===== src/rtl/sfx_pkg.sv =====
// ---------------------------------------------------------------------------
// sfx_pkg
// Shared constants for the multi-tone sound effect generator.
//   MIX_XOR / MIX_PRIO : values of the mode input
//   ST_IDLE / ST_PLAY  : per-channel state encoding
//   clog2()            : parameter sanity checks (tap and level widths)
// ---------------------------------------------------------------------------
package sfx_pkg;

    localparam logic MIX_XOR  = 1'b0;
    localparam logic MIX_PRIO = 1'b1;

    localparam logic [0:0] ST_IDLE = 1'b0;
    localparam logic [0:0] ST_PLAY = 1'b1;

    // Smallest r with 2**r >= v.
    function automatic int clog2(input int v);
        int r;
        r = 0;
        while ((1 << r) < v) begin
            r = r + 1;
        end
        return r;
    endfunction

endpackage : sfx_pkg


===== src/rtl/sfx_channel.sv =====
// ---------------------------------------------------------------------------
// sfx_channel
// One note channel: IDLE/PLAY state, frame counter, latched tap and length.
// Ports:
//   clk, nRst      : clock, asynchronous active-low reset
//   frame_pulse_i  : one-clk strobe per frame, advances the frame counter
//   trig_i         : level-sensitive trigger
//   tone_sel_i     : requested divider tap (latched on trigger)
//   length_i       : requested length in frames (latched on trigger)
//   divider_i      : shared free-running tone divider
//   active_o       : channel is playing (registered state; this is the FSM
//                    state bit, ST_PLAY == 1)
//   tone_o         : divider bit at the latched tap
//   wave_o         : active_o & tone_o
//
// Handshake: none; trig_i is sampled every clk, there is no ready path.
// ---------------------------------------------------------------------------
module sfx_channel
    import sfx_pkg::*;
#(
    parameter int DIV_W = 6,
    parameter int TAP_W = 3,
    parameter int LEN_W = 4
) (
    input  logic             clk,
    input  logic             nRst,
    input  logic             frame_pulse_i,
    input  logic             trig_i,
    input  logic [TAP_W-1:0] tone_sel_i,
    input  logic [LEN_W-1:0] length_i,
    input  logic [DIV_W-1:0] divider_i,
    output logic             active_o,
    output logic             tone_o,
    output logic             wave_o
);

    localparam logic [TAP_W-1:0] TAP_MAX = TAP_W'(DIV_W - 1);

    logic [0:0]       state_q, state_d;
    logic [LEN_W-1:0] fcnt_q,  fcnt_d;
    logic [TAP_W-1:0] tap_q,   tap_d;
    logic [LEN_W-1:0] len_q,   len_d;
    logic [TAP_W-1:0] tap_clamped;

    // Clamp at latch time so the stored tap is always a legal divider index.
    always_comb begin
        tap_clamped = tone_sel_i;
        if (tone_sel_i > TAP_MAX) begin
            tap_clamped = TAP_MAX;
        end
    end

    always_comb begin
        state_d = state_q;
        fcnt_d  = fcnt_q;
        tap_d   = tap_q;
        len_d   = len_q;
        case (state_q)
            ST_IDLE: begin
                // Starts even on a frame_pulse cycle; the pulse is not counted.
                if (trig_i) begin
                    state_d = ST_PLAY;
                    fcnt_d  = '0;
                    tap_d   = tap_clamped;
                    len_d   = length_i;
                end
            end
            default: begin
                if (frame_pulse_i) begin
                    if (fcnt_q == len_q) begin
                        fcnt_d = '0;
                        if (trig_i) begin
                            // Auto-repeat while trigger is held.
                            tap_d = tap_clamped;
                            len_d = length_i;
                        end else begin
                            state_d = ST_IDLE;
                        end
                    end else begin
                        // Mid-note frame: trigger ignored this cycle.
                        fcnt_d = fcnt_q + LEN_W'(1);
                    end
                end else if (trig_i) begin
                    // Retrigger restarts the note with fresh settings.
                    fcnt_d = '0;
                    tap_d  = tap_clamped;
                    len_d  = length_i;
                end
            end
        endcase
    end

    always_ff @(posedge clk or negedge nRst) begin
        if (!nRst) begin
            state_q <= ST_IDLE;
            fcnt_q  <= '0;
            tap_q   <= '0;
            len_q   <= '0;
        end else begin
            state_q <= state_d;
            fcnt_q  <= fcnt_d;
            tap_q   <= tap_d;
            len_q   <= len_d;
        end
    end

    // Explicit mux keeps the index width independent of DIV_W.
    always_comb begin
        tone_o = 1'b0;
        for (int k = 0; k < DIV_W; k++) begin
            if (tap_q == TAP_W'(k)) begin
                tone_o = divider_i[k];
            end
        end
    end

    assign active_o = (state_q == ST_PLAY);
    assign wave_o   = active_o & tone_o;

endmodule : sfx_channel


===== src/rtl/multi_tone_sfx.sv =====
// ---------------------------------------------------------------------------
// multi_tone_sfx
// N-channel beep/effect generator. A line-strobed tone divider feeds
// NUM_CH note channels; their waves are mixed into a speaker bit and a
// level count for an external DAC.
// Ports:
//   clk, nRst    : clock, asynchronous active-low reset
//   line_pulse   : one-clk strobe per video line, advances the divider
//   frame_pulse  : one-clk strobe per frame, advances note timers
//   trig         : per-channel trigger (level-sensitive)
//   tone_sel     : per-channel tap, channel i at [i*TAP_W +: TAP_W]
//   length       : per-channel length, channel i at [i*LEN_W +: LEN_W]
//   mode         : 0 = XOR mix, 1 = priority (lowest active channel wins)
//   sound        : registered speaker bit
//   level        : registered count of channels whose wave is high
//   active       : per-channel playing flags (channel state)
// Outputs sound/level are registered from the current channel state, so
// they lag the state by one clk.
// ---------------------------------------------------------------------------
module multi_tone_sfx
    import sfx_pkg::*;
#(
    parameter int NUM_CH = 4,
    parameter int DIV_W  = 6,
    parameter int TAP_W  = 3,
    parameter int LEN_W  = 4,
    parameter int LVL_W  = 3
) (
    input  logic                    clk,
    input  logic                    nRst,
    input  logic                    line_pulse,
    input  logic                    frame_pulse,
    input  logic [NUM_CH-1:0]       trig,
    input  logic [NUM_CH*TAP_W-1:0] tone_sel,
    input  logic [NUM_CH*LEN_W-1:0] length,
    input  logic                    mode,
    output logic                    sound,
    output logic [LVL_W-1:0]        level,
    output logic [NUM_CH-1:0]       active
);

    if (TAP_W < clog2(DIV_W)) begin : g_bad_tap_w
        $error("TAP_W too narrow to address all divider taps");
    end
    if (LVL_W < clog2(NUM_CH + 1)) begin : g_bad_lvl_w
        $error("LVL_W too narrow to count all channels");
    end

    logic [DIV_W-1:0]  divider_q, divider_d;
    logic              sound_q,   sound_d;
    logic [LVL_W-1:0]  level_q,   level_d;
    logic [NUM_CH-1:0] ch_active;
    logic [NUM_CH-1:0] ch_tone;
    logic [NUM_CH-1:0] ch_wave;
    logic              xor_bit;
    logic              prio_bit;

    // Free-running divider, wraps naturally at 2^DIV_W.
    always_comb begin
        divider_d = divider_q;
        if (line_pulse) begin
            divider_d = divider_q + DIV_W'(1);
        end
    end

    for (genvar i = 0; i < NUM_CH; i++) begin : g_ch
        sfx_channel #(
            .DIV_W (DIV_W),
            .TAP_W (TAP_W),
            .LEN_W (LEN_W)
        ) u_ch (
            .clk           (clk),
            .nRst          (nRst),
            .frame_pulse_i (frame_pulse),
            .trig_i        (trig[i]),
            .tone_sel_i    (tone_sel[i*TAP_W +: TAP_W]),
            .length_i      (length[i*LEN_W +: LEN_W]),
            .divider_i     (divider_q),
            .active_o      (ch_active[i]),
            .tone_o        (ch_tone[i]),
            .wave_o        (ch_wave[i])
        );
    end

    // Walking from the top index down lets the lowest active channel
    // overwrite prio_bit last.
    always_comb begin
        xor_bit  = 1'b0;
        prio_bit = 1'b0;
        level_d  = '0;
        for (int i = NUM_CH - 1; i >= 0; i--) begin
            xor_bit = xor_bit ^ ch_wave[i];
            level_d = level_d + LVL_W'(ch_wave[i]);
            if (ch_active[i]) begin
                prio_bit = ch_tone[i];
            end
        end
        sound_d = (mode == MIX_PRIO) ? prio_bit : xor_bit;
    end

    always_ff @(posedge clk or negedge nRst) begin
        if (!nRst) begin
            divider_q <= '0;
            sound_q   <= 1'b0;
            level_q   <= '0;
        end else begin
            divider_q <= divider_d;
            sound_q   <= sound_d;
            level_q   <= level_d;
        end
    end

    assign sound  = sound_q;
    assign level  = level_q;
    assign active = ch_active;

endmodule : multi_tone_sfx


===== config.mk =====
export PLATFORM = sky130hd
export DESIGN_NAME = multi_tone_sfx
export DESIGN_NICKNAME = d
export VERILOG_FILES = /design/src/rtl/sfx_pkg.sv /design/src/rtl/sfx_channel.sv /design/src/rtl/multi_tone_sfx.sv
export SDC_FILE = /design/constraint.sdc
export NUM_CORES = 1
export LEC_CHECK = 0
export BUFFER_PORTS_ARGS = -buffer_cell sky130_fd_sc_hd__buf_2
export CAP_MARGIN = 20
export CORE_UTILIZATION = 49
export DETAILED_ROUTE_END_ITERATION = 16
export PLACE_DENSITY = 0.81
export SLEW_MARGIN = 20
export SYNTH_ARGS = -nofsm -noshare
export SYNTH_HDL_FRONTEND = slang
export SYNTH_SLANG_ARGS = --single-unit

===== constraint.sdc =====
create_clock -name clk -period 3.7 [get_ports clk]
set_input_delay 0.555 -clock clk [delete_from_list [all_inputs] [get_ports clk]]
set_output_delay 0.555 -clock clk [all_outputs]
set_load 0.02 [all_outputs]

**Word-level counts from Yosys, hierarchy flattened**

Cells that the tools add are included.

- Add/sub/neg operators: 8
- $lt $le $gt $ge: 4
- Equal/unequal tests: 28
- Mux-type cells: 97
- Bitwise operators: 7
- Reductions and logical operators: 4

Operators with widths:

| cell | number |
|---|---|
| 2-to-1 mux 4 bit | 32 |
| 2-to-1 mux 3 bit | 20 |
| 2-to-1 mux 1 bit | 45 |
| equality test 3 x 2 -> 1 bit (second input constant) | 8 |
| equality test 3 bit (second input constant) | 8 |
| adder 4 x 1 -> 4 bit (second input constant) | 4 |
| equality test 4 bit | 4 |
| equality test 3 x 1 -> 1 bit (second input constant) | 4 |
| greater-than comparator 3 bit (second input constant) | 4 |
| logical NOT 3 bit | 4 |
| inequality test 3 bit (second input constant) | 4 |
| adder 6 x 1 -> 6 bit (second input constant) | 1 |
| AND 1 bit | 4 |
| adder 2 x 1 -> 3 bit | 1 |
| adder 3 x 1 -> 3 bit | 1 |
| bitwise XOR 1 bit | 3 |
| adder 1 x 1 -> 2 bit | 1 |

- Flip-flop bits (word level): 58
- Logic and storage cells: 167

**Longest topological paths before layout**

Gate-level depths: netlist (run 1).

- Depth in word-level cells: 12
- Gate-level depth with buffers: 6
- Gate-level depth less buffers: 6

**By module**

From an unflattened synthesis (run 1), not the netlist that was laid out.

- Cell total of the unflattened synthesis: 254
- Area, all modules: 3,084.2 µm²

By module, submodules not included:

| module | times used | cells an instance | area an instance (µm²) |
|---|---|---|---|
| sfx_channel at g_ch[0].u_ch ... | 3 | 54 | 655.6 |
| sfx_channel at g_ch[3].u_ch | 1 | 53 | 634.4 |
| multi_tone_sfx | 1 | 39 | 483.0 |

**Worst setup path after synthesis (run 1)**

Ideal clock, no wire load.

- Path kind: register to register
- Start: reg g_ch[0].u_ch.tap_q[0]
- End: reg level_q[1], in the netlist level[1]
- Arrival: 2.149 ns
- Slack: 1.425 ns
- Stages on the path, launching flop included: 7
- Path buffers: 0
- Period minus slack after synthesis: 2.275 ns
- Cell sequence: dfrtp_1 > mux4_1 > a2bb2oi_1 > inv_1 > fa_1 > ha_1 > ha_1

- Cells in the longest elaborated chain, start to end: 9
- Elaborated cells on any way between the ends: 14
- Classes of those cells: add/sub (1); eq/ne (5); mux (6); bitwise (1); reduce/logical (1)

Ends and longest elaborated chain:

| element | line | RTL |
|---|---|---|
| from (decl) | sfx_channel.sv:41 | `logic [TAP_W-1:0] tap_q, tap_d;` |
| from (signal assigned) | sfx_channel.sv:102 | `tap_q <= tap_d;` |
| logical NOT 3 bit | sfx_channel.sv:111 | `if (tap_q == TAP_W'(k)) begin` |
| 2-to-1 mux 1 bit (5 in series) | sfx_channel.sv:111 |  |
| 2-to-1 mux 1 bit * | sfx_channel.sv:111 |  |
| AND 1 bit * | sfx_channel.sv:118 | `assign wave_o = active_o & tone_o;` |
| adder 3 x 1 -> 3 bit * | multi_tone_sfx.sv:93 | `level_d = level_d + LVL_W'(ch_wave[i]);` |
| net level_d[1] | multi_tone_sfx.sv:51 | `logic [LVL_W-1:0] level_q, level_d;` |
| to (signal assigned) | multi_tone_sfx.sv:109 | `level_q <= level_d;` |
| to (decl) | multi_tone_sfx.sv:51 |  |

The timed path passes the listed nets; every way through them passes the cells marked *.
A chain may end at the register's enable or synchronous reset.

**Worst setup path in the final report (run 1)**

- Start: reg divider_q[0]
- End: reg level_q[1], in the netlist level[1]

- Cells in the longest elaborated chain, start to end: 10
- Elaborated cells on any way between the ends: 31
- Classes of those cells: add/sub (3); mux (24); bitwise (4)

Ends and longest elaborated chain:

| element | line | RTL |
|---|---|---|
| from (decl) | multi_tone_sfx.sv:49 | `logic [DIV_W-1:0] divider_q, divider_d;` |
| from (signal assigned) | multi_tone_sfx.sv:107 | `divider_q <= divider_d;` |
| 2-to-1 mux 1 bit (6 in series) | sfx_channel.sv:111 |  |
| AND 1 bit | sfx_channel.sv:118 |  |
| adder 1 x 1 -> 2 bit | multi_tone_sfx.sv:93 |  |
| adder 2 x 1 -> 3 bit | multi_tone_sfx.sv:93 |  |
| adder 3 x 1 -> 3 bit * | multi_tone_sfx.sv:93 |  |
| net level_d[1] | multi_tone_sfx.sv:51 |  |

Marked as above.

==> qor.txt, run 1 <==
OUTCOME
--------------------------------------------------------------------------------
Status                                                              complete, no violations

FLOORPLANNING
--------------------------------------------------------------------------------
Starting density of the core                                              0.5147
Die boundary height                                                     78.75 um
Die width                                                               78.75 um
Total number of placement rows                                                27
Total die area                                                      0.006202 sq mm
Std-Cell Core Area                                                  0.005608 sq mm
Io pins                                                                       45

STA
--------------------------------------------------------------------------------
Period minus WS final                                                    2434 ps
Post-route fraction of the period consumed by the critical path           0.6579
Count of pins over their slew limit                                            0
Pin slew with the least headroom to its limit                           674.2 ps
Total count of hold-check failures in the final report                         0
Maximum clock skew at final layout                                      8.231 ps
Rel. slew slack                                                           0.5464
Final sum of negative setup slack                                           0 ps
Setup-failing EPs final                                                        0
Unrepaired setup endpoints after global routing                            false
Maximum achievable frequency                                           410.8 MHz

LOGIC SYNTHESIS
--------------------------------------------------------------------------------
Warning count from the yosys run                                               0
Leading cell types by count after synthesis                         sky130_fd_sc_hd__dfrtp_1, sky130_fd_sc_hd__nand2_1, sky130_fd_sc_hd__mux2_2
Netlist Area Pre-Place                                              0.002887 sq mm
Share of synthesized flip-flops with an asynchronous set or reset          1.000
Gate count after technology mapping                                          243
Register area share after synthesis                                       0.5028
Synthesized netlist net count                                                288
Post-synth EDFFs                                                               0
Avg Synthesized Cell Area                                            11.88 sq um
Most area-hungry cell type in the Yosys netlist                     sky130_fd_sc_hd__dfrtp_1
Area share of the largest cell type after synthesis                       0.5028
Most common cell in the netlist                                     sky130_fd_sc_hd__dfrtp_1
Number of distinct library cells after synthesis                              31
Top_reg_cell synth                                                  sky130_fd_sc_hd__dfrtp_1
Leading post-synthesis cells by cell area                           sky130_fd_sc_hd__dfrtp_1, sky130_fd_sc_hd__mux2_2, sky130_fd_sc_hd__xor2_1
Flop and latch count out of synthesis                                         58

WORST SETUP PATH
--------------------------------------------------------------------------------
Type of the worst setup path                                          reg -> reg
Cell at the slowest stage of the critical path                      sky130_fd_sc_hd__mux4_1
Data required, critical path                                             3910 ps
Library cell appearing most often on the critical path              sky130_fd_sc_hd__ha_1
Delay of the slowest cell on the worst path                               520 ps
WP data arrival                                                          2650 ps
Cell breakdown of the critical path                                 mux4_1, a2bb2oi_1, inv_1, fa_1, ha_1, ha_1
Highest fanout seen on the critical path                                       7
CP Launch Type                                                         flip-flop
Kind of end point of the critical path                                 flip-flop

ROUTING
--------------------------------------------------------------------------------
Final wirelength                                                         5077 um
Iter 0 DRT Violations                                                         68
Routed metal-1 wirelength                                                2228 um
Pre-antenna DRT Iters                                                          5
Length of routed met2 wiring                                             2497 um
Post-DRT Antenna Nets                                                          0
Highest routing layer actually used                                         met4
Met3 routed wirelength                                                    222 um
Vias                                                                        1983
Wire per inst                                                           13.72 um
Detailed-route vias per instance                                           5.359
Residual DRC                                                                   0

PLACE
--------------------------------------------------------------------------------
Final Wtd Congestion                                                      0.8095
Placed Instances                                                             355
I/O Buffers                                                                   44
Area of placed instances                                            0.003169 sq mm
Hpwl dp                                                                  3800 um

GLOBAL ROUTING
--------------------------------------------------------------------------------
Overall fraction of global-route tracks in use                            0.1894
Wire length of the first global-routing pass                             8928 um
Largest net degree at the start of global routing                             35
Remaining Overflow, GRT                                                        0
Number of antenna violations at the first check in global routing              0
Number of global-route vias before repair                                   2044

FINAL LAYOUT
--------------------------------------------------------------------------------
Nets                                                                         339
Post-Route Utilization                                                    0.5988
Proportion of layout cells with a drive suffix above 1                    0.3054
Fill count                                                                   459
Layout overhead on the synthesized area                                   16.34%
Number of antenna cells inserted                                               0
Final design area excluding fillers                                 0.003358 sq mm
Final instance count without filler cells                                    370

CLOCKING
--------------------------------------------------------------------------------
Post-CTS setup buffer count                                                    0
CTS root buffer                                                     sky130_fd_sc_hd__clkbuf_8
H-tree depth                                                                   3
Clock Path Buffers                                                             2
Latest clock arrival within the worst-skew pair                           330 ps
CTS hold repair buffers                                                        0
Number of buffers inserted during clock tree synthesis                         9
CTS resizes                                                                    0
Clk slew on worst S/H paths                                                60 ps
TritonCTS clock tree                                                       built
Clk sink count                                                                58

POWER
--------------------------------------------------------------------------------
Cell leakage power                                                      1.560 nW
Largest vdd supply drop                                              0.0003076 V
Total power divided by cell area                                    758.7 mW/mm^2

JOB
--------------------------------------------------------------------------------
Number of max-capacitance violations reported                                  0

MIN PATH
--------------------------------------------------------------------------------
Class of the tightest hold or removal check                          in -> async

==> where the power goes <==
| group | total (mW) | internal (mW) | switching, mW |
|---|---|---|---|
| combinational | 0.919 | 0.490 | 0.428 |
| clock | 0.544 | 0.310 | 0.234 |
| sequential | 1.09 | 0.857 | 0.228 |
==> per-stage QoR <==
step                power [mW]  hold WS, ps  setup WS [ps]
finish                   2.548        200.1           1266
global route             2.745        239.6           1130
CTS                      2.576        206.4           1265
detailed placement       2.024        501.7           1274
global placement         1.937        496.2           1375
floorplan                1.771        259.4           1425
==> cell families (layout without fill, tap and decap cells) <==
family / count (synthesis) / count (layout) / share of synthesized area
DFF: 58 / 58 / 0.5028
and+or+nand+nor: 53 / 53 / 0.08929
AOI/OAI and AO/OA: 48 / 48 / 0.1157
muxes: 34 / 34 / 0.1478
xor gates and xnor gates: 27 / 27 / 0.08193
buffers and inverters: 15 / 70 / 0.02514
adders and majority gates: 8 / 8 / 0.03728
==> flip-flops by register name, summed over array words and instances (netlist names) <==
name,cells
divider_q,6
g_ch.u_ch.active_o,4
g_ch.u_ch.fcnt_q,16
g_ch.u_ch.len_q,16
g_ch.u_ch.tap_q,12
level,3
sound,1
==> layout make-up <==
| cell class | count | area, sq um | share of cell area |
|---|---|---|---|
| Tap cell | 72 | 90.09 | 0.02683 |
| Clock inverter | 2 | 10.01 | 0.002981 |
| Clock buffer | 13 | 178.9 | 0.05328 |
| Inverter | 10 | 37.54 | 0.01118 |
| Multi-Input combinational cell | 170 | 1363 | 0.4057 |
| Timing Repair Buffer | 45 | 227.7 | 0.06781 |
| Sequential cell | 58 | 1451 | 0.4322 |
==> cells in the final DEF, fill, tap and decap left out, drive strengths merged <==
| cell type | synthesis | layout |
|---|---|---|
| dfrtp | 58 | 58 |
| buf | 5 | 45 |
| nand2 | 26 | 26 |
| mux2 | 23 | 23 |
| xor2 | 20 | 20 |
| o21ai | 14 | 14 |
| a21oi | 13 | 13 |
| clkbuf | 0 | 13 |
| inv | 10 | 10 |
| a22o | 8 | 8 |
| nor2 | 7 | 7 |
| mux2i | 7 | 7 |
| xnor2 | 7 | 7 |
| ha | 7 | 7 |
| a21o | 5 | 5 |
| o31ai | 4 | 4 |
| nand3 | 4 | 4 |
| nand2b | 4 | 4 |
| nor4 | 4 | 4 |
| mux4 | 4 | 4 |
| and3b | 2 | 2 |
| a32oi | 2 | 2 |
| nand3b | 2 | 2 |
| nor2b | 2 | 2 |
| a2bb2oi | 2 | 2 |
| nand4 | 2 | 2 |
| clkinv | 0 | 2 |
| fa | 1 | 1 |
==> final timing paths <==
path | to | slack (ps) | cells past startpoint | from
worst max-delay path | level[1]$_DFF_PN0_ | 1270 | 6 | divider_q[0]$_DFFE_PN0P_
worst min-delay path | g_ch[1].u_ch.fcnt_q[1]$_DFF_PN0_ | 200 | 1 | nRst
worst max register to register | level[1]$_DFF_PN0_ | 1270 | 6 | divider_q[0]$_DFFE_PN0P_
worst min register to register | g_ch[0].u_ch.tap_q[1]$_DFFE_PN0P_ | 520 | 2 | g_ch[0].u_ch.tap_q[1]$_DFFE_PN0P_
max in group asynchronous | g_ch[2].u_ch.tap_q[1]$_DFFE_PN0P_ | 2670 | 2 | nRst
min in group clk | sound$_DFF_PN0_ | 430 | 2 | mode
==> metal layers <==
metal / vias to the layer above / track usage
met5: - / 0
met2: 37 / 0.3157
met3: 10 / 0.04253
li1: 966 / -
met4: 0 / 0.1130
met1: 970 / 0.2235
==> worst max-delay path: cells and delay by family (launching register included) <==
kind	cells	cell delay [ps]
buffers and inverters	1	110
AOI/OAI and AO/OA	1	250
DFF	1	450
adders and majority gates	3	990
muxes	1	520
(Power assumes the default switching activity.)
==> run 2, diff against run 1 <==
--- a/config.mk
+++ b/config.mk
@@ -5,6 +5,7 @@
 export SDC_FILE = /design/constraint.sdc
 export NUM_CORES = 1
 export LEC_CHECK = 0
+export ABC_AREA = 1
 export BUFFER_PORTS_ARGS = -buffer_cell sky130_fd_sc_hd__buf_2
 export CAP_MARGIN = 20
 export CORE_UTILIZATION = 49
==> constraint.sdc (replaced) <==
create_clock -name clk -period 2.4 [get_ports clk]
set_input_delay 0.36 -clock clk [delete_from_list [all_inputs] [get_ports clk]]
set_output_delay 0.36 -clock clk [all_outputs]
set_load 0.02 [all_outputs]
==> run 2 against run 1 <==
Effect of this change: register-to-register slack lost 910 ps; power grew 80%; worst hold slack worse by 180 ps; final area rose by 2.8%; critical path depth is 5 higher; fmax rose by 19%; largest power group is now combinational cells.
==> qor.txt, run 2 <==
LOGIC SYNTHESIS
--------------------------------------------------------------------------------
Number of distinct library cells after synthesis                              21
Avg Synthesized Cell Area                                            8.177 sq um
Area share of the largest cell type after synthesis                       0.4849
Warning count from the yosys run                                               0
Leading cell types by count after synthesis                         sky130_fd_sc_hd__nand2_1, sky130_fd_sc_hd__dfrtp_1, sky130_fd_sc_hd__inv_1
Gate count after technology mapping                                          366
Netlist Area Pre-Place                                              0.002993 sq mm
Post-synth EDFFs                                                               0
Flop and latch count out of synthesis                                         58
Leading post-synthesis cells by cell area                           sky130_fd_sc_hd__dfrtp_1, sky130_fd_sc_hd__nand2_1, sky130_fd_sc_hd__xnor2_1
Most common cell in the netlist                                     sky130_fd_sc_hd__nand2_1
Synthesized netlist net count                                                411
Top_reg_cell synth                                                  sky130_fd_sc_hd__dfrtp_1
Share of synthesized flip-flops with an asynchronous set or reset          1.000
Most area-hungry cell type in the Yosys netlist                     sky130_fd_sc_hd__dfrtp_1
Register area share after synthesis                                       0.4849

FLOORPLANNING
--------------------------------------------------------------------------------
Die boundary height                                                     80.16 um
Std-Cell Core Area                                                  0.005921 sq mm
Die width                                                               80.16 um
Starting density of the core                                              0.5055
Total number of placement rows                                                28
Io pins                                                                       45
Total die area                                                      0.006425 sq mm

CLOCKING
--------------------------------------------------------------------------------
Clock Path Buffers                                                             2
Latest clock arrival within the worst-skew pair                           340 ps
H-tree depth                                                                   3
Post-CTS setup buffer count                                                    0
CTS resizes                                                                    0
Clk sink count                                                                58
TritonCTS clock tree                                                       built
Clk slew on worst S/H paths                                                70 ps
CTS root buffer                                                     sky130_fd_sc_hd__clkbuf_8
Number of buffers inserted during clock tree synthesis                         9
CTS hold repair buffers                                                        0

PLACE
--------------------------------------------------------------------------------
Area of placed instances                                            0.003289 sq mm
Minimum setup slack after placement                                     354.5 ps
Final Wtd Congestion                                                      0.8547
Hpwl dp                                                                  4516 um
I/O Buffers                                                                   44
Placed Instances                                                             481

OUTCOME
--------------------------------------------------------------------------------
Status                                                              complete, no violations

STA
--------------------------------------------------------------------------------
Setup-failing EPs final                                                        0
Final sum of negative setup slack                                           0 ps
Worst-case hold slack                                                   23.60 ps
Post-route fraction of the period consumed by the critical path           0.8499
Unrepaired setup endpoints after global routing                            false
Count of pins over their slew limit                                            0
Maximum clock skew at final layout                                      6.797 ps
Period minus WS final                                                    2040 ps
Pin slew with the least headroom to its limit                           600.0 ps
Total count of hold-check failures in the final report                         0
Maximum achievable frequency                                           490.3 MHz
Rel. slew slack                                                           0.6000
Smallest setup slack after layout                                       360.3 ps

ROUTING
--------------------------------------------------------------------------------
Post-DRT Antenna Nets                                                          0
Vias                                                                        2440
Pre-antenna DRT Iters                                                          4
Iter 0 DRT Violations                                                         90
Detailed-route vias per instance                                           4.909
Final wirelength                                                         5868 um
Wire per inst                                                           11.81 um
Residual DRC                                                                   0

GLOBAL ROUTING
--------------------------------------------------------------------------------
Number of global-route vias before repair                                   2438
Wire length of the first global-routing pass                            10140 um
Remaining Overflow, GRT                                                        0
Number of antenna violations at the first check in global routing              0
Overall fraction of global-route tracks in use                            0.2081
Largest net degree at the start of global routing                             34

FINAL LAYOUT
--------------------------------------------------------------------------------
Final design area excluding fillers                                 0.003453 sq mm
Leading cell type in the layout, fill and taps excluded             sky130_fd_sc_hd__nand2_1
Fill count                                                                   555
Final instance count without filler cells                                    497
Number of antenna cells inserted                                               0
Layout overhead on the synthesized area                                   15.38%
Commonest cells after routing, fill and taps aside                  sky130_fd_sc_hd__nand2_1, sky130_fd_sc_hd__dfrtp_1, sky130_fd_sc_hd__buf_2, sky130_fd_sc_hd__inv_1, sky130_fd_sc_hd__o21ai_0
Proportion of layout cells with a drive suffix above 1                    0.1872
Nets                                                                         462
Regs by FF count                                                    g_ch.u_ch.fcnt_q: 16 flops, g_ch.u_ch.len_q: 16 flops, g_ch.u_ch.tap_q: 12 flops

POWER
--------------------------------------------------------------------------------
Largest vdd supply drop                                              0.0007196 V
Total power divided by cell area                                    1326 mW/mm^2
Gate power share                                                           0.440
Cell leakage power                                                      1.833 nW
Switching part of the total                                               0.4239
Sequential Power Share                                                     0.393
Internal Power                                                          2.637 mW
Clk pwr share                                                              0.167
NetSw                                                                   1.940 mW

JOB
--------------------------------------------------------------------------------
Number of max-capacitance violations reported                                  0

MIN PATH
--------------------------------------------------------------------------------
Class of the tightest hold or removal check                          in -> async

WORST SETUP PATH
--------------------------------------------------------------------------------
WP data arrival                                                          2270 ps
CP Launch Type                                                         flip-flop
Kind of end point of the critical path                                 flip-flop
Highest fanout seen on the critical path                                       6
Data required, critical path                                             2630 ps
Type of the worst setup path                                          reg -> reg

-- run 2: cell type report --
cell class	instances	area (sq um)	share of cell area
Multi-Input combinational cell	256	1324	0.3833
Sequential cell	58	1451	0.4203
Clock buffer	13	148.9	0.04312
Tap cell	75	93.84	0.02717
Inverter	46	172.7	0.05000
Timing Repair Buffer	46	247.7	0.07174
Clock inverter	3	15.01	0.004348
-- run 2: logic make-up after synthesis --
| family | after synthesis | synth area share |
|---|---|---|
| adder cells (fa/ha/maj) | 8 | 0.03595 |
| AO/OA/AOI/OAI | 39 | 0.07274 |
| XOR/XNOR | 29 | 0.08487 |
| AND/OR/NAND/NOR | 180 | 0.2487 |
| buffers and inverters | 52 | 0.07274 |
| flip-flops | 58 | 0.4849 |
-- run 2: worst max-delay path, cell delays in order, from the launching register on --
cell	delay (ps)
sky130_fd_sc_hd__dfrtp_1	390
sky130_fd_sc_hd__inv_1	140
sky130_fd_sc_hd__nand2_1	70
sky130_fd_sc_hd__nand3_1	80
sky130_fd_sc_hd__nand2_1	60
sky130_fd_sc_hd__nand2_1	50
sky130_fd_sc_hd__nand2_1	60
sky130_fd_sc_hd__nand2_1	110
sky130_fd_sc_hd__inv_2	60
sky130_fd_sc_hd__fa_1	440
sky130_fd_sc_hd__ha_1	210
sky130_fd_sc_hd__ha_1	260
-- run 2: power groups by stage --
stage | Sequential [mW] | Combinational, mW | Clock, mW
after floorplan | 1.76 | 1.58 | 0
after global placement | 1.80 | 1.91 | 0
after detailed placement | 1.82 | 2.02 | 0
after CTS | 1.81 | 2.03 | 0.787
after global routing | 1.86 | 2.33 | 0.832
final | 1.80 | 2.01 | 0.764
-- run 2: path summary, 6_finish.rpt --
| path | depth (start not counted) | slack, ps | endpoint | from |
|---|---|---|---|---|
| max in group asynchronous | 2 | 1790 | g_ch[2].u_ch.len_q[0]$_DFFE_PN0P_ | nRst |
| min reg2reg | 1 | 490 | divider_q[3]$_DFFE_PN0P_ | divider_q[3]$_DFFE_PN0P_ |
| max reg2reg | 11 | 360 | level[1]$_DFF_PN0_ | divider_q[1]$_DFFE_PN0P_ |
| min | 1 | 20 | g_ch[3].u_ch.fcnt_q[3]$_DFF_PN0_ | nRst |
| min in group clk | 3 | 220 | g_ch[3].u_ch.len_q[3]$_DFFE_PN0P_ | length[15] |
| max | 11 | 360 | level[1]$_DFF_PN0_ | divider_q[1]$_DFFE_PN0P_ |
-- run 2: stage by stage --
step,utilization,power [mW]
after global routing,0.5833,5.029
after detailed placement,0.5556,3.839
after floorplan,-,3.341
after CTS,0.5833,4.628
after global placement,0.5556,3.708
final,0.5833,4.578
-- run 2: routing by layer --
metal	GRT usage	part of all wire
met4	0.07679	0.011
met3	0.07614	0.051
met1	0.2294	0.43
met5	0	0
met2	0.3650	0.50
==> run 3, diff against run 2 <==
==> constraint.sdc (replaced) <==
create_clock -name clk -period 2.15 [get_ports clk]
set_input_delay 0.3225 -clock clk [delete_from_list [all_inputs] [get_ports clk]]
set_output_delay 0.3225 -clock clk [all_outputs]
set_load 0.02 [all_outputs]
==> run 3 against run 2 <==
Effect of this change: clock-buffer cell count fell by 1; power is 18% higher; non-clock buffer count grew 6; critical path depth did not move; worst hold slack better by 150 ps; global-route usage increased by 0.53 points; cell count up 1.2%; core utilization increased by 1.6 points; combinational power grew 17%; final area increased by 2.8%; clock skew rose by 0.62 ps; fmax grew 0.93%; critical endpoint unchanged; largest cell class unchanged.
==> qor.txt, run 3 (synthesis gave the netlist of run 2 again) <==
GLOBAL ROUTING
--------------------------------------------------------------------------------
Wire length of the first global-routing pass                            10380 um
Number of antenna violations at the first check in global routing              0
Largest net degree at the start of global routing                             34
Overall fraction of global-route tracks in use                            0.2135
Remaining Overflow, GRT                                                        0
Number of global-route vias before repair                                   2414

POWER
--------------------------------------------------------------------------------
Cell leakage power                                                      1.870 nW
Largest vdd supply drop                                              0.0007593 V
Total power divided by cell area                                    1518 mW/mm^2

STA
--------------------------------------------------------------------------------
Setup-failing EPs final                                                        0
Final sum of negative setup slack                                           0 ps
Maximum achievable frequency                                           494.8 MHz
Period minus WS final                                                    2021 ps
Post-route fraction of the period consumed by the critical path           0.9399
Count of pins over their slew limit                                            0
Unrepaired setup endpoints after global routing                            false
Worst-case hold slack                                                   177.3 ps
Maximum clock skew at final layout                                      7.413 ps
Pin slew with the least headroom to its limit                           608.5 ps
Total count of hold-check failures in the final report                         0
Rel. slew slack                                                           0.5943

PLACE
--------------------------------------------------------------------------------
Final Wtd Congestion                                                      0.8454
I/O Buffers                                                                   44
Hpwl dp                                                                  4432 um

CLOCKING
--------------------------------------------------------------------------------
CTS root buffer                                                     sky130_fd_sc_hd__clkbuf_8
Number of buffers inserted during clock tree synthesis                         9
TritonCTS clock tree                                                       built
H-tree depth                                                                   3
Clk sink count                                                                58
Clk slew on worst S/H paths                                                70 ps
Latest clock arrival within the worst-skew pair                           340 ps
Clock Path Buffers                                                             2

WORST SETUP PATH
--------------------------------------------------------------------------------
Kind of end point of the critical path                                 flip-flop
Delay of the slowest cell on the worst path                               460 ps
Type of the worst setup path                                          reg -> reg
Cell at the slowest stage of the critical path                      sky130_fd_sc_hd__fa_1
Cell breakdown of the critical path                                 inv_2, nand2_1, nand3_1, nand2_1, nand2_1, nand2_1, nand2_2, inv_2, fa_1, ha_1, ha_1
CP Launch Type                                                         flip-flop
Highest fanout seen on the critical path                                       5
Library cell appearing most often on the critical path              sky130_fd_sc_hd__nand2_1
WP data arrival                                                          2240 ps
Data required, critical path                                             2370 ps

ROUTING
--------------------------------------------------------------------------------
Final wirelength                                                         5992 um
Detailed-route vias per instance                                           4.879
Wire per inst                                                           11.91 um
Iter 0 DRT Violations                                                        145
Pre-antenna DRT Iters                                                          4
Residual DRC                                                                   0
Post-DRT Antenna Nets                                                          0
Vias                                                                        2454

FLOORPLANNING
--------------------------------------------------------------------------------
Io pins                                                                       45
Die boundary height                                                     80.16 um
Starting density of the core                                              0.5055
Total number of placement rows                                                28
Total die area                                                      0.006425 sq mm
Die width                                                               80.16 um
Std-Cell Core Area                                                  0.005921 sq mm

MIN PATH
--------------------------------------------------------------------------------
Class of the tightest hold or removal check                            in -> reg

FINAL LAYOUT
--------------------------------------------------------------------------------
Fill count                                                                   534
Regs by FF count                                                    g_ch.u_ch.fcnt_q: 16 flops, g_ch.u_ch.len_q: 16 flops, g_ch.u_ch.tap_q: 12 flops
Proportion of layout cells with a drive suffix above 1                    0.2079
Nets                                                                         468
Leading cell type in the layout, fill and taps excluded             sky130_fd_sc_hd__nand2_1
Layout overhead on the synthesized area                                   18.65%
Commonest cells after routing, fill and taps aside                  sky130_fd_sc_hd__nand2_1, sky130_fd_sc_hd__dfrtp_1, sky130_fd_sc_hd__buf_2, sky130_fd_sc_hd__inv_1, sky130_fd_sc_hd__o21ai_0
Number of antenna cells inserted                                               0

JOB
--------------------------------------------------------------------------------
Number of max-capacitance violations reported                                  0

OUTCOME
--------------------------------------------------------------------------------
Status                                                              complete, no violations

-- run 3: worst paths after layout --
path                                                   start                                 to  slack, ps  cells after the start
max in group asynchronous                               nRst  g_ch[1].u_ch.tap_q[0]$_DFFE_PN0P_       1030                      3
min reg2reg                g_ch[2].u_ch.len_q[0]$_DFFE_PN0P_  g_ch[2].u_ch.len_q[0]$_DFFE_PN0P_        490                      2
max                        g_ch[1].u_ch.tap_q[0]$_DFFE_PN0P_                 level[1]$_DFF_PN0_        130                     11
min in group asynchronous                               nRst   g_ch[3].u_ch.fcnt_q[3]$_DFF_PN0_        520                      2
min                                               length[14]  g_ch[3].u_ch.len_q[2]$_DFFE_PN0P_        180                      3
max reg2reg                g_ch[1].u_ch.tap_q[0]$_DFFE_PN0P_                 level[1]$_DFF_PN0_        130                     11
-- run 3: area by class of cell --
type | instances | area (sq um) | area share
flip-flops and latches | 58 | 1453 | 0.4091
multi-input cells | 256 | 1331 | 0.3749
repair buffers | 52 | 295.3 | 0.08316
inverters | 46 | 172.7 | 0.04863
clock buffers | 12 | 155.1 | 0.04369
well taps | 75 | 93.84 | 0.02643
clock inverters | 4 | 50.05 | 0.01409
-- run 3: power by group --
part / total (mW) / internal, mW / switching, mW
clock: 1.03 / 0.596 / 0.437
sequential: 2.01 / 1.58 / 0.426
combinational: 2.35 / 0.982 / 1.37
total: 5.39 / 3.16 / 2.23
-- run 3: what timing repair did --
| action | CTS | global route |
|---|---|---|
| gates resized for setup | 0 | 4 |
| endpoints found under the hold margin | 4 | 0 |
| setup endpoints to repair | 0 | 1 |
| buffers inserted | 0 | 4 |
| hold buffers | 1 | 0 |
-- run 3: through the flow --
| stage | instances | area [sq um] | total power [mW] | setup WS (ps) | util |
|---|---|---|---|---|---|
| floorplan | 366 | 2993 | 3.729 | 250.5 | - |
| global placement | 482 | 3297 | 4.142 | 192.4 | 0.5568 |
| detailed placement | 482 | 3297 | 4.278 | 87.63 | 0.5568 |
| CTS | 499 | 3512 | 5.342 | 90.47 | 0.5932 |
| global route | 503 | 3551 | 5.901 | 0.3966 | 0.5997 |
| finish | 503 | 3551 | 5.389 | 129.1 | 0.5997 |
-- run 3: worst max-delay path, delay by kind of cell, from the launching register on --
kind	cells	cell delay (ps)
fa+ha+maj	3	940
flops	1	440
simple gates	6	390
buf+inv	2	140
-- run 3: metal layers --
| layer | global-route usage | part of all wire | vias up |
|---|---|---|---|
| li1 | - | - | 1263 |
| met1 | 0.2564 | 0.45 | 1132 |
| met2 | 0.3675 | 0.50 | 50 |
| met3 | 0.03977 | 0.047 | 9 |
| met4 | 0.1018 | 0.010 | 0 |
| met5 | 0 | 0 | - |
